## src/rtl/data_sram_lsu_if.sv

```systemverilog
// data_sram_lsu_if: SRAM-like data bus with an address phase and a data phase.
//   master (LSU) : drives data_req, data_wr, data_size, data_addr, data_wstrb,
//                  data_wdata; receives data_addr_ok, data_data_ok, data_rdata
//   slave  (mem) : the mirror image
interface data_sram_lsu_if;
  logic        data_req;
  logic        data_wr;
  logic [1:0]  data_size;
  logic [31:0] data_addr;
  logic [3:0]  data_wstrb;
  logic [31:0] data_wdata;
  logic        data_addr_ok;
  logic        data_data_ok;
  logic [31:0] data_rdata;

  modport master (
    output data_req, data_wr, data_size, data_addr, data_wstrb, data_wdata,
    input  data_addr_ok, data_data_ok, data_rdata
  );

  modport slave (
    input  data_req, data_wr, data_size, data_addr, data_wstrb, data_wdata,
    output data_addr_ok, data_data_ok, data_rdata
  );
endinterface

```

## src/rtl/data_sram_lsu.sv

```systemverilog
// data_sram_lsu: MEM-stage load/store unit. Runs one access at a time on the
// SRAM-like data bus, stalls the pipeline (busy) while it is outstanding and
// pulses done for one cycle with the extended load result.
//
// Ports:
//   clk, resetn              clock, synchronous active-low reset
//   req_valid                MEM-stage instruction is a load/store
//   memwrite/membyte/memsignext, addr, wdata   decoder fields and operands
//   busy, done, rdata        stall, completion pulse, load result
//   adel, ades               address-error flags, valid with done
//   bus                      data bus, master side
//
// Optional feature: define ADDR_EXCEPT_EN to trap misaligned accesses
// (no bus transaction, adel/ades raised with done one cycle after request).
// Without it, misaligned addresses are silently aligned down on the bus.
module data_sram_lsu (
  input  logic        clk,
  input  logic        resetn,
  input  logic        req_valid,
  input  logic        memwrite,
  input  logic [1:0]  membyte,
  input  logic        memsignext,
  input  logic [31:0] addr,
  input  logic [31:0] wdata,
  output logic        busy,
  output logic        done,
  output logic [31:0] rdata,
  output logic        adel,
  output logic        ades,
  data_sram_lsu_if.master bus
);
  localparam logic [1:0] MEM_WORD     = 2'b00;
  localparam logic [1:0] MEM_HALFWORD = 2'b01;

  // Bus size encoding, kept directly in the latched register so that the
  // reset value of the register is the reset value of data_size.
  localparam logic [1:0] SZ_BYTE = 2'd0;
  localparam logic [1:0] SZ_HALF = 2'd1;
  localparam logic [1:0] SZ_WORD = 2'd2;

  typedef enum logic [1:0] {IDLE, ADDR, DATA, DONE} state_t;
  state_t state, state_n;

  logic        wr_q, sext_q;
  logic [1:0]  size_q;
  logic [31:0] addr_q, wdata_q, rdata_q;
  logic [1:0]  size_in;
  logic [31:0] load_ext, shifted;
  logic        accept;

  assign accept = (state == IDLE) && req_valid;

  always_comb begin
    case (membyte)
      MEM_WORD:     size_in = SZ_WORD;
      MEM_HALFWORD: size_in = SZ_HALF;
      default:      size_in = SZ_BYTE;
    endcase
  end

`ifdef ADDR_EXCEPT_EN
  logic mis_in, mis_q;
  assign mis_in = ((size_in == SZ_HALF) && addr[0]) ||
                  ((size_in == SZ_WORD) && (addr[1:0] != 2'b00));
`endif

  // State register
  always_ff @(posedge clk) begin
    if (!resetn) state <= IDLE;
    else         state <= state_n;
  end

  // Next state and handshake outputs
  always_comb begin
    state_n  = state;
    busy     = 1'b0;
    done     = 1'b0;
    bus.data_req = 1'b0;
    case (state)
      IDLE: begin
        busy = req_valid;
        if (req_valid) begin
`ifdef ADDR_EXCEPT_EN
          state_n = mis_in ? DONE : ADDR;
`else
          state_n = ADDR;
`endif
        end
      end
      ADDR: begin
        busy = 1'b1;
        bus.data_req = 1'b1;
        if (bus.data_addr_ok) state_n = DATA;
      end
      DATA: begin
        busy = 1'b1;
        if (bus.data_data_ok) state_n = DONE;
      end
      DONE: begin
        done    = 1'b1;
        state_n = IDLE;
      end
      default: state_n = IDLE;
    endcase
  end

  // Load extraction: shift the addressed lane down to bit 0, then extend.
  always_comb begin
    shifted = bus.data_rdata >> {addr_q[1:0], 3'b000};
    case (size_q)
      SZ_BYTE: load_ext = sext_q ? {{24{shifted[7]}}, shifted[7:0]}
                                 : {24'b0, shifted[7:0]};
      SZ_HALF: load_ext = sext_q ? {{16{shifted[15]}}, shifted[15:0]}
                                 : {16'b0, shifted[15:0]};
      default: load_ext = bus.data_rdata;
    endcase
  end

  // Request latch and load result capture
  always_ff @(posedge clk) begin
    if (!resetn) begin
      wr_q    <= 1'b0;
      sext_q  <= 1'b0;
      size_q  <= SZ_BYTE;
      addr_q  <= '0;
      wdata_q <= '0;
      rdata_q <= '0;
`ifdef ADDR_EXCEPT_EN
      mis_q   <= 1'b0;
`endif
    end else begin
      if (accept) begin
        wr_q    <= memwrite;
        sext_q  <= memsignext;
        size_q  <= size_in;
        addr_q  <= addr;
        wdata_q <= wdata;
        rdata_q <= '0;  // a trapped access completes with rdata=0
`ifdef ADDR_EXCEPT_EN
        mis_q   <= mis_in;
`endif
      end
      if ((state == DATA) && bus.data_data_ok) rdata_q <= load_ext;
    end
  end

  // Bus outputs come only from latched registers, so they stay constant for
  // the whole address phase regardless of what the pipeline does.
  always_comb begin
    bus.data_wr   = wr_q;
    bus.data_size = size_q;
    case (size_q)
      SZ_WORD: begin
        bus.data_addr  = {addr_q[31:2], 2'b00};
        bus.data_wstrb = 4'b1111;
        bus.data_wdata = wdata_q;
      end
      SZ_HALF: begin
        bus.data_addr  = {addr_q[31:1], 1'b0};
        bus.data_wstrb = addr_q[1] ? 4'b1100 : 4'b0011;
        bus.data_wdata = {2{wdata_q[15:0]}};
      end
      default: begin
        bus.data_addr  = addr_q;
        bus.data_wstrb = 4'b0001 << addr_q[1:0];
        bus.data_wdata = {4{wdata_q[7:0]}};
      end
    endcase
    if (!wr_q) bus.data_wstrb = 4'b0000;
  end

  assign rdata = rdata_q;

`ifdef ADDR_EXCEPT_EN
  assign adel = done && mis_q && !wr_q;
  assign ades = done && mis_q &&  wr_q;
`else
  assign adel = 1'b0;
  assign ades = 1'b0;
`endif

endmodule

```

## src/flat_wrapper.sv

```systemverilog
// flat-port wrapper written by rule: the top's interface ports become plain ports
module data_sram_lsu_flat 
  (clk, resetn, req_valid, memwrite, membyte, memsignext, addr, wdata, busy, done, rdata, adel, ades, bus_data_req, bus_data_wr, bus_data_size, bus_data_addr, bus_data_wstrb, bus_data_wdata, bus_data_addr_ok, bus_data_data_ok, bus_data_rdata);
  data_sram_lsu_if bus_i ();
  input  logic clk;
  input  logic resetn;
  input  logic req_valid;
  input  logic memwrite;
  input  logic [1:0] membyte;
  input  logic memsignext;
  input  logic [31:0] addr;
  input  logic [31:0] wdata;
  output logic busy;
  output logic done;
  output logic [31:0] rdata;
  output logic adel;
  output logic ades;
  output wire logic [$bits(bus_i.data_req)-1:0] bus_data_req;
  output wire logic [$bits(bus_i.data_wr)-1:0] bus_data_wr;
  output wire logic [$bits(bus_i.data_size)-1:0] bus_data_size;
  output wire logic [$bits(bus_i.data_addr)-1:0] bus_data_addr;
  output wire logic [$bits(bus_i.data_wstrb)-1:0] bus_data_wstrb;
  output wire logic [$bits(bus_i.data_wdata)-1:0] bus_data_wdata;
  input wire logic [$bits(bus_i.data_addr_ok)-1:0] bus_data_addr_ok;
  input wire logic [$bits(bus_i.data_data_ok)-1:0] bus_data_data_ok;
  input wire logic [$bits(bus_i.data_rdata)-1:0] bus_data_rdata;
  assign bus_data_req = bus_i.data_req;
  assign bus_data_wr = bus_i.data_wr;
  assign bus_data_size = bus_i.data_size;
  assign bus_data_addr = bus_i.data_addr;
  assign bus_data_wstrb = bus_i.data_wstrb;
  assign bus_data_wdata = bus_i.data_wdata;
  assign bus_i.data_addr_ok = bus_data_addr_ok;
  assign bus_i.data_data_ok = bus_data_data_ok;
  assign bus_i.data_rdata = bus_data_rdata;
  data_sram_lsu u_core (.clk(clk), .resetn(resetn), .req_valid(req_valid), .memwrite(memwrite), .membyte(membyte), .memsignext(memsignext), .addr(addr), .wdata(wdata), .busy(busy), .done(done), .rdata(rdata), .adel(adel), .ades(ades), .bus(bus_i));
endmodule
```

## config.mk

```make
export PLATFORM = sky130hd
export DESIGN_NAME = data_sram_lsu_flat
export DESIGN_NICKNAME = d
export VERILOG_FILES = /design/src/rtl/data_sram_lsu_if.sv /design/src/rtl/data_sram_lsu.sv /design/src/flat_wrapper.sv
export SDC_FILE = /design/constraint.sdc
export NUM_CORES = 1
export LEC_CHECK = 0
export ABC_CLOCK_PERIOD_IN_PS = 2800
export BUFFER_PORTS_ARGS = -buffer_cell sky130_fd_sc_hd__buf_2
export CAP_MARGIN = 25
export CORE_ASPECT_RATIO = 1.5
export CORE_MARGIN = 8
export CORE_UTILIZATION = 52
export DETAILED_ROUTE_END_ITERATION = 10
export MAX_ROUTING_LAYER = met4
export PLACE_DENSITY = 0.86
export REMOVE_ABC_BUFFERS = 1
export SLEW_MARGIN = 20
export SYNTH_ARGS = -nofsm -noshare
export SYNTH_HDL_FRONTEND = slang
export SYNTH_SLANG_ARGS = --single-unit
```

## constraint.sdc

```tcl
create_clock -name clk -period 2.8 [get_ports clk]
set_input_delay 0.14 -clock clk [delete_from_list [all_inputs] [get_ports clk]]
set_output_delay 0.14 -clock clk [all_outputs]
set_load 0.05 [all_outputs]
```

Word level (Yosys, flattened, before mapping)
Index checks and enable logic that the tools add are counted.
Widths: inputs -> output; s select.
{ "classes": {"shifts": 2, "n_eq_ne": 9, "n_reduce_logical": 8, "div": 0, "order_cmp": 0, "bitwise": 0, "mul": 0, "muxes": 18, "addsub": 0} }
{ "op_table": {"columns": ["cell", "n"], "rows": [
  ["$mux 32", 4],
  ["$pmux 32 s2", 2],
  ["$shr 32x5->16", 1],
  ["$mux 4", 2],
  ["$pmux 2 s2", 2],
  ["$pmux 2 s4", 1],
  ["$pmux 4 s2", 1],
  ["$eq 2x1->1 const B", 3],
  ["$eq 2x2->1 const B", 3],
  ["$logic_not 2->1", 3],
  ["$mux 2", 3],
  ["$ne 2x2->1 const B", 3],
  ["$shl 1x2->4 const A", 1],
  ["$reduce_and 3->1", 1],
  ["$logic_and 1x1->1", 2],
  ["$mux 1", 2],
  ["$pmux 1 s2", 1],
  ["$reduce_bool 2->1", 1],
  ["$reduce_or 2->1", 1]
]} }
{ "word_totals": {"ramBits": 0, "latch_bits": 0, "n_memories": 0, "in_bits": 105, "romBits": 0, "register_bits": 102, "output_inout_bits": 108} }

Depth between registers and ports, before layout
Gate-level depths: netlist (run 1).
{ "logic_depth": {"depth_word": 4, "ltp_mapped": 8, "depth_no_buf": 6} }

Worst setup path before layout (run 1)
Ideal clock, no wire load.
{ "synth_timing": {"path_kind": "flip-flop to output port", "from": "reg u_core.size_q[0] (netlist: u_core.bus.data_size[0])", "to": "out bus_data_wdata[8]", "setup_slack_ns": 0.033, "t_arrival_ns": 2.627, "stages_incl_launch_ff": 6, "cell_sequence": "dfxtp_1 inv_1 ha_1 clkbuf_1 clkbuf_1 o21ai_0"} }
{ "synth_between": {"elab_chain_len": 2} }
{ "synth_rtl": {"columns": ["element", "line", "rtl"], "rows": [
  ["from (decl)", "data_sram_lsu.sv:45", "logic [1:0] size_q;"],
  ["from (signal assigned)", "data_sram_lsu.sv:135", "size_q <= size_in;"],
  ["$eq 2x1->1 or $eq 2x2->1 (tied branches)", "data_sram_lsu.sv:152", "case (size_q)"],
  ["$pmux 32 s2 *", "data_sram_lsu.sv:152", null],
  ["to (decl)", "flat_wrapper.sv:23", "output wire logic [$bits(bus_i.data_wdata)-1:0] bus_data_wdata;"]
]} }
Mark *: on every way between the ends. The rest lies on a longest branch, timed or not.

Worst setup path after layout (run 1)
{ "layout_timing": {"from": "reg u_core.size_q[1] (netlist: u_core.bus.data_size[1])", "to": "out bus_data_wdata[21]"} }
The elaborated chain is that of the path after synthesis.

==> results of run 1 <==
sequential cells by signal (all words and copies together), names as in the netlist:
name / count
u_core.bus.data_wr: 1
u_core.addr_q: 32
u_core.sext_q: 1
u_core.state: 2
u_core.rdata: 32
u_core.bus.data_size: 2
u_core.wdata_q: 32
layout make-up:
type                            instances  area [µm²]
Clock buffer                           10         239
Clock inverter                          6        52.6
Fill cell                             820        3210
Inverter                               17        63.8
Multi-Input combinational cell        421        2340
Sequential cell                       102        2040
Tap cell                              112         140
Timing Repair Buffer                  221        1170
logic make-up after synthesis:
family | count (synthesis) | share of synthesized area (%)
simple gates | 203 | 16.7
compound gates | 199 | 26.3
buf+inv | 102 | 11.7
flops | 102 | 41.3
mux | 10 | 2.27
fa+ha+maj | 7 | 1.77
other cells | 1 | 0.0758
per-layer routing:
metal,vias to the layer above,GRT usage [%],wire length (µm)
met3,35,7.27,1590
li1,2400,-,-
met5,-,-,0
met2,265,40.8,8190
met4,0,10.2,413
met1,2303,25.7,5710
power by group through the flow:
stage	Sequential (mW)	Clock [mW]	Combinational, mW
detailed placement	1.87	0	2.47
finish	1.84	1.23	2.47
global route	1.87	1.30	2.63
CTS	1.84	1.25	2.47
floorplan	2.31	0	1.29
global placement	1.86	0	2.42
cells in the mapped netlist, types with 8 or more instances:
library cell / count
buf_4: 41
a21oi_1: 96
inv_1: 15
buf_2: 8
o21ai_2: 10
a22o_1: 8
o21ai_0: 22
nor2_1: 29
dfxtp_1: 102
nand2_1: 150
clkbuf_1: 32
a22oi_1: 24
stage by stage:
step | util (%) | instance area [µm²]
floorplan | - | 4440
global placement | 62.2 | 5750
detailed placement | 62.2 | 5750
CTS | 65.3 | 6050
global route | 65.3 | 6050
finish | 65.3 | 6050
worst register-to-register path, cell delays in order, from the launching register on:
cell,delay [ns]
dfxtp_1,0.37
inv_1,0.07
ha_1,0.36
nor2b_1,0.29
a32o_1,0.29
o2111ai_4,0.53
o21ai_0,0.22
how the worst max path moves through the flow:
stage                               to  cells past startpoint
floorplan             u_core.rdata[21]                      6
global placement      u_core.rdata[17]                      6
detailed placement    u_core.rdata[16]                      6
CTS                 bus_data_wdata[21]                      6
global route        bus_data_wdata[21]                      6
finish              bus_data_wdata[21]                      6
==> flow_summary_export.csv, run 1 <==
group,metric,value,unit
drt,antenna_left,0,
place,placement.io_buffers,210,
cells_and_area,diodes,0,
global_routing,grt_pass1_wl,24.0,mm
global_routing,track_usage,24.3,%
global_routing,grt_pass1_vias,4985,
power_and_ir_drop,p_sw,2.59,mW
sta,skew,0.00459,ns
floorplan,die_y,135,µm
floorplan,rows,43,
critical_path,cp_max_fo,15,
clock_network,cts.sinks,102,
critical_path,start_kind,"register",
clock_network,cts_root_buf,"clkbuf_16",
synth,synth-seq-area-share,41.3,%
place,pre_cts_slack,0.527,ns
cells_and_area,layout_commonest_cell,"buf_2",
synth,synth.cell_area,4950,µm²
global_routing,grt_max_degree,56,
drt,drc,0,
synth,synth_area_leader_cell,"dfxtp_1",
critical_path,slowest_delay,0.47,ns
sta,setup-tns-final,0,ns
power_and_ir_drop,p_int,2.95,mW
sta,worst_slew_pin_slew,0.740,ns
critical_path,worstSetupPathType,"register to output pin",
critical_path,cp_slowest_cell,"ha_1",
sta,whs,0.0197,ns
clock_network,clk_path_buf_depth,2,
place,gp_congestion,0.926,
power_and_ir_drop,total_power,5.54,mW
critical_path,end_kind,"output pin",
clock_network,cts_tree,"done",
synth,synth.area.top_cells,"dfxtp_1 (41%), nand2_1 (11%), a21oi_1 (9.7%)",
drt,viasPerCell,5.63,
floorplan,core_area,9250,µm²
synth,ys_async_sr_fraction,0,%
drt,wl_per_cell,17.9,µm
synth,yosysUniqueCellTypes,42,
job,drv_cap,0,
power_and_ir_drop,max-vdd-ir-drop,0.707,mV
synth,ys.flop_type,"dfxtp_1",
place,hpwl,12.1,mm
critical_path,r2r-start,"u_core.bus.data_size[1]",
power_and_ir_drop,swShare,46.7,%
clock_network,post_cts_buffers,0,
critical_path,crit_chain,"inv_1, ha_1, buf_4, nand2b_1, a22o_1, buf_2",
synth,synth_top_area_share,41.3,%
min_path,min_path_cells,3,
drt,drtIter0Drc,311,
clock_network,cts_resized,0,
sta,post-route-period-util,92.5,%
min_path,holdPathEnd,"u_core.addr_q[7]",
status,status,"finished clean",
clock_network,clk_pin_slew,0.07,ns
drt,wirelength,15.9,mm
cells_and_area,drive_gt1_share,33.6,%
synth,synth_edf_count,0,
floorplan,die_area,13000,µm²
cells_and_area,instances_no_fill,889,
critical_path,crit_buf_inv,3,
global_routing,overflow,0,
sta,hold_violations,0,
critical_path,critPathArrivalTime,2.45,ns
min_path,min-delay-start,"addr[7]",
critical_path,worst-r2r-cell-count,6,
critical_path,rrSetupSlack,0.49,ns
place,placed_cells,873,
sta,worst_slack,0.209,ns
critical_path,crit_start,"u_core.bus.data_size[1]",
sta,slew_headroom,50.6,%
floorplan,die_w,95.7,µm
global_routing,antenna_found_initial,0,
floorplan,io_pins,213,
cells_and_area,layout_common_cells,"buf_2 (210), nand2_1 (149), dfxtp_1 (102)",
power_and_ir_drop,power.share.clock,22.2,%
cells_and_area,nNetsFinal,884,
synth,ys_ff_latch,102,
synth,yosysWarningCount,0,
synth,syn-instance-count,624,
synth,syn_area_per_cell,7.93,µm²
sta,finalSetupViolations,0,
sta,post-route-min-period,2.59,ns
drt,dr.pass1.iters,7,
power_and_ir_drop,pwr_density_cell,916,nW/µm²
power_and_ir_drop,power_leakage,2.76,nW
floorplan,initial_core_util,53.5,%
power_and_ir_drop,combPwrFrac,44.5,%
critical_path,r2r_end,"u_core.rdata[17]",
critical_path,cp_top_family,"buffers and inverters",
sta,grt_setup_unrepaired,"no",
clock_network,cts_buffers,9,
critical_path,crit_required,2.66,ns
clock_network,cts_max_level,3,
sta,slew_viol_final,0,
clock_network,clock_latency,0.35,ns
cells_and_area,syn2layout_area_growth,22.1,%
power_and_ir_drop,seqPwrFrac,33.3,%
drt,via_count,5003,
sta,max_freq,0.386,GHz
clock_network,cts_hold_buf,0,
min_path,hp-class,"input port to register",
Power figures use the tool's default switching activity.
==> run 2, diff against run 1 <==
--- a/config.mk
+++ b/config.mk
@@ -14,6 +14,7 @@
 export DETAILED_ROUTE_END_ITERATION = 10
 export MAX_ROUTING_LAYER = met4
 export PLACE_DENSITY = 0.86
+export RECOVER_POWER = 50
 export REMOVE_ABC_BUFFERS = 1
 export SLEW_MARGIN = 20
 export SYNTH_ARGS = -nofsm -noshare
==> run 2 against run 1 <==
  * Non-clock buffer count stayed put
  * Largest power group unchanged
  * Critical path depth stayed put
  * Critical path type unchanged
  * Die area stayed put
  * Cell area is 1.8% lower
  * Register-to-register slack worse by 0.05 ns
  * Via count is 0.32% lower
==> flow_summary_export.csv, run 2 (synthesized netlist as in run 1, its figures left out) <==
group,metric,value,unit
global_routing,grt_use_met1,25.7,%
place,hpwl,12.1,mm
critical_path,r2r-start,"u_core.state[0]",
min_path,hp-class,"input port to register",
cells_and_area,syn2layout_area_growth,19.9,%
drt,viasPerCell,5.61,
drt,wl_per_cell,17.8,µm
drt,antenna_left,0,
job,drv_cap,0,
floorplan,die_area,13000,µm²
sta,hold_violations,0,
critical_path,crit_required,2.66,ns
clock_network,cts_max_level,3,
drt,drc,0,
cells_and_area,fillerInstances,873,
cells_and_area,drive_gt1_share,23.8,%
critical_path,worstSetupPathType,"register to output pin",
power_and_ir_drop,pwr_density_cell,924,nW/µm²
power_and_ir_drop,power_leakage,2.44,nW
cells_and_area,final_core_util,64.1,%
global_routing,grt_pass1_wl,24.0,mm
critical_path,start_kind,"register",
clock_network,clk_pin_slew,0.07,ns
sta,setup-tns-final,0,ns
clock_network,clock_latency,0.35,ns
sta,slew_viol_final,0,
drt,wirelength,15.8,mm
critical_path,worst-r2r-cell-count,6,
drt,drtIter0Drc,304,
clock_network,clk_path_buf_depth,2,
critical_path,critPathArrivalTime,2.42,ns
clock_network,cts_root_buf,"clkbuf_16",
sta,finalSetupViolations,0,
floorplan,rows,43,
sta,post-route-min-period,2.56,ns
drt,via_count,4987,
sta,whs,0.0165,ns
global_routing,met3_usage,7.27,%
drt,dr.pass1.iters,5,
global_routing,track_usage,24.3,%
status,status,"finished clean",
critical_path,end_kind,"output pin",
sta,slew_headroom,36.0,%
cells_and_area,instances_no_fill,889,
global_routing,grt_max_degree,56,
floorplan,io_pins,213,
global_routing,busiest_layer,"met2",
sta,grt_setup_unrepaired,"no",
clock_network,cts.sinks,102,
place,place_area,5750,µm²
cells_and_area,nNetsFinal,884,
clock_network,cts_resized,0,
sta,worst_slack,0.236,ns
cells_and_area,layout_commonest_cell,"nand2_1",
clock_network,cts_buffers,9,
min_path,min-delay-start,"addr[20]",
clock_network,cts_tree,"done",
power_and_ir_drop,max-vdd-ir-drop,0.694,mV
floorplan,core_area,9250,µm²
global_routing,grt_pass1_vias,4985,
critical_path,cp_max_fo,15,
min_path,min_path_cells,3,
place,gp_congestion,0.926,
sta,post-route-period-util,91.6,%
clock_network,cts_hold_buf,0,
sta,max_freq,0.390,GHz
power_and_ir_drop,total_power,5.49,mW
floorplan,die_y,135,µm
cells_and_area,diodes,0,
global_routing,antenna_found_initial,0,
place,placement.io_buffers,210,
clock_network,post_cts_buffers,0,
floorplan,initial_core_util,53.5,%
cells_and_area,layout_common_cells,"nand2_1 (150), buf_2 (135), dfxtp_1 (102)",
critical_path,crit_start,"u_core.bus.data_size[1]",
sta,worst_slew_pin_slew,0.961,ns
sta,skew,0.00657,ns
global_routing,grt_util_met2,40.8,%
place,placed_cells,873,
place,pre_cts_slack,0.527,ns
cells_and_area,final_area,5930,µm²
floorplan,die_w,95.7,µm
global_routing,overflow,0,
run 2: path summary, 6_finish.rpt:
check        slack [ns]                 end
max                0.24  bus_data_wdata[21]
min                0.02   u_core.addr_q[20]
max reg2reg        0.44   u_core.addr_q[26]
min reg2reg        0.46     u_core.rdata[1]
run 2: layout make-up:
class,count,area (µm²),share of cell area [%]
multi-input combinational,421,2330,39.3
sequential,102,2040,34.4
timing repair buffer,221,1060,17.9
clock buffer,10,239,4.03
tap,112,140,2.36
inverter,17,63.8,1.08
clock inverter,6,52.6,0.886
run 2: worst max-delay path, cell delays in order (launching register included):
cell	delay, ns
dfxtp_1	0.34
inv_1	0.08
ha_1	0.46
buf_4	0.25
nand2b_1	0.43
a22o_1	0.24
buf_2	0.27
run 2: metal layers:
metal	wire length [µm]	share of wire [%]	vias up
met5	0	0	-
li1	-	-	2400
met2	8150	51	225
met4	459	2.9	0
met1	5750	36	2323
met3	1480	9.4	39
run 2: where the power goes:
group	total, mW	switching, mW	leakage, nW	internal [mW]
Clock	1.24	0.592	0.143	0.643
Combinational	2.40	1.83	1.46	0.578
Sequential	1.85	0.172	0.832	1.67
Total	5.49	2.59	2.44	2.90
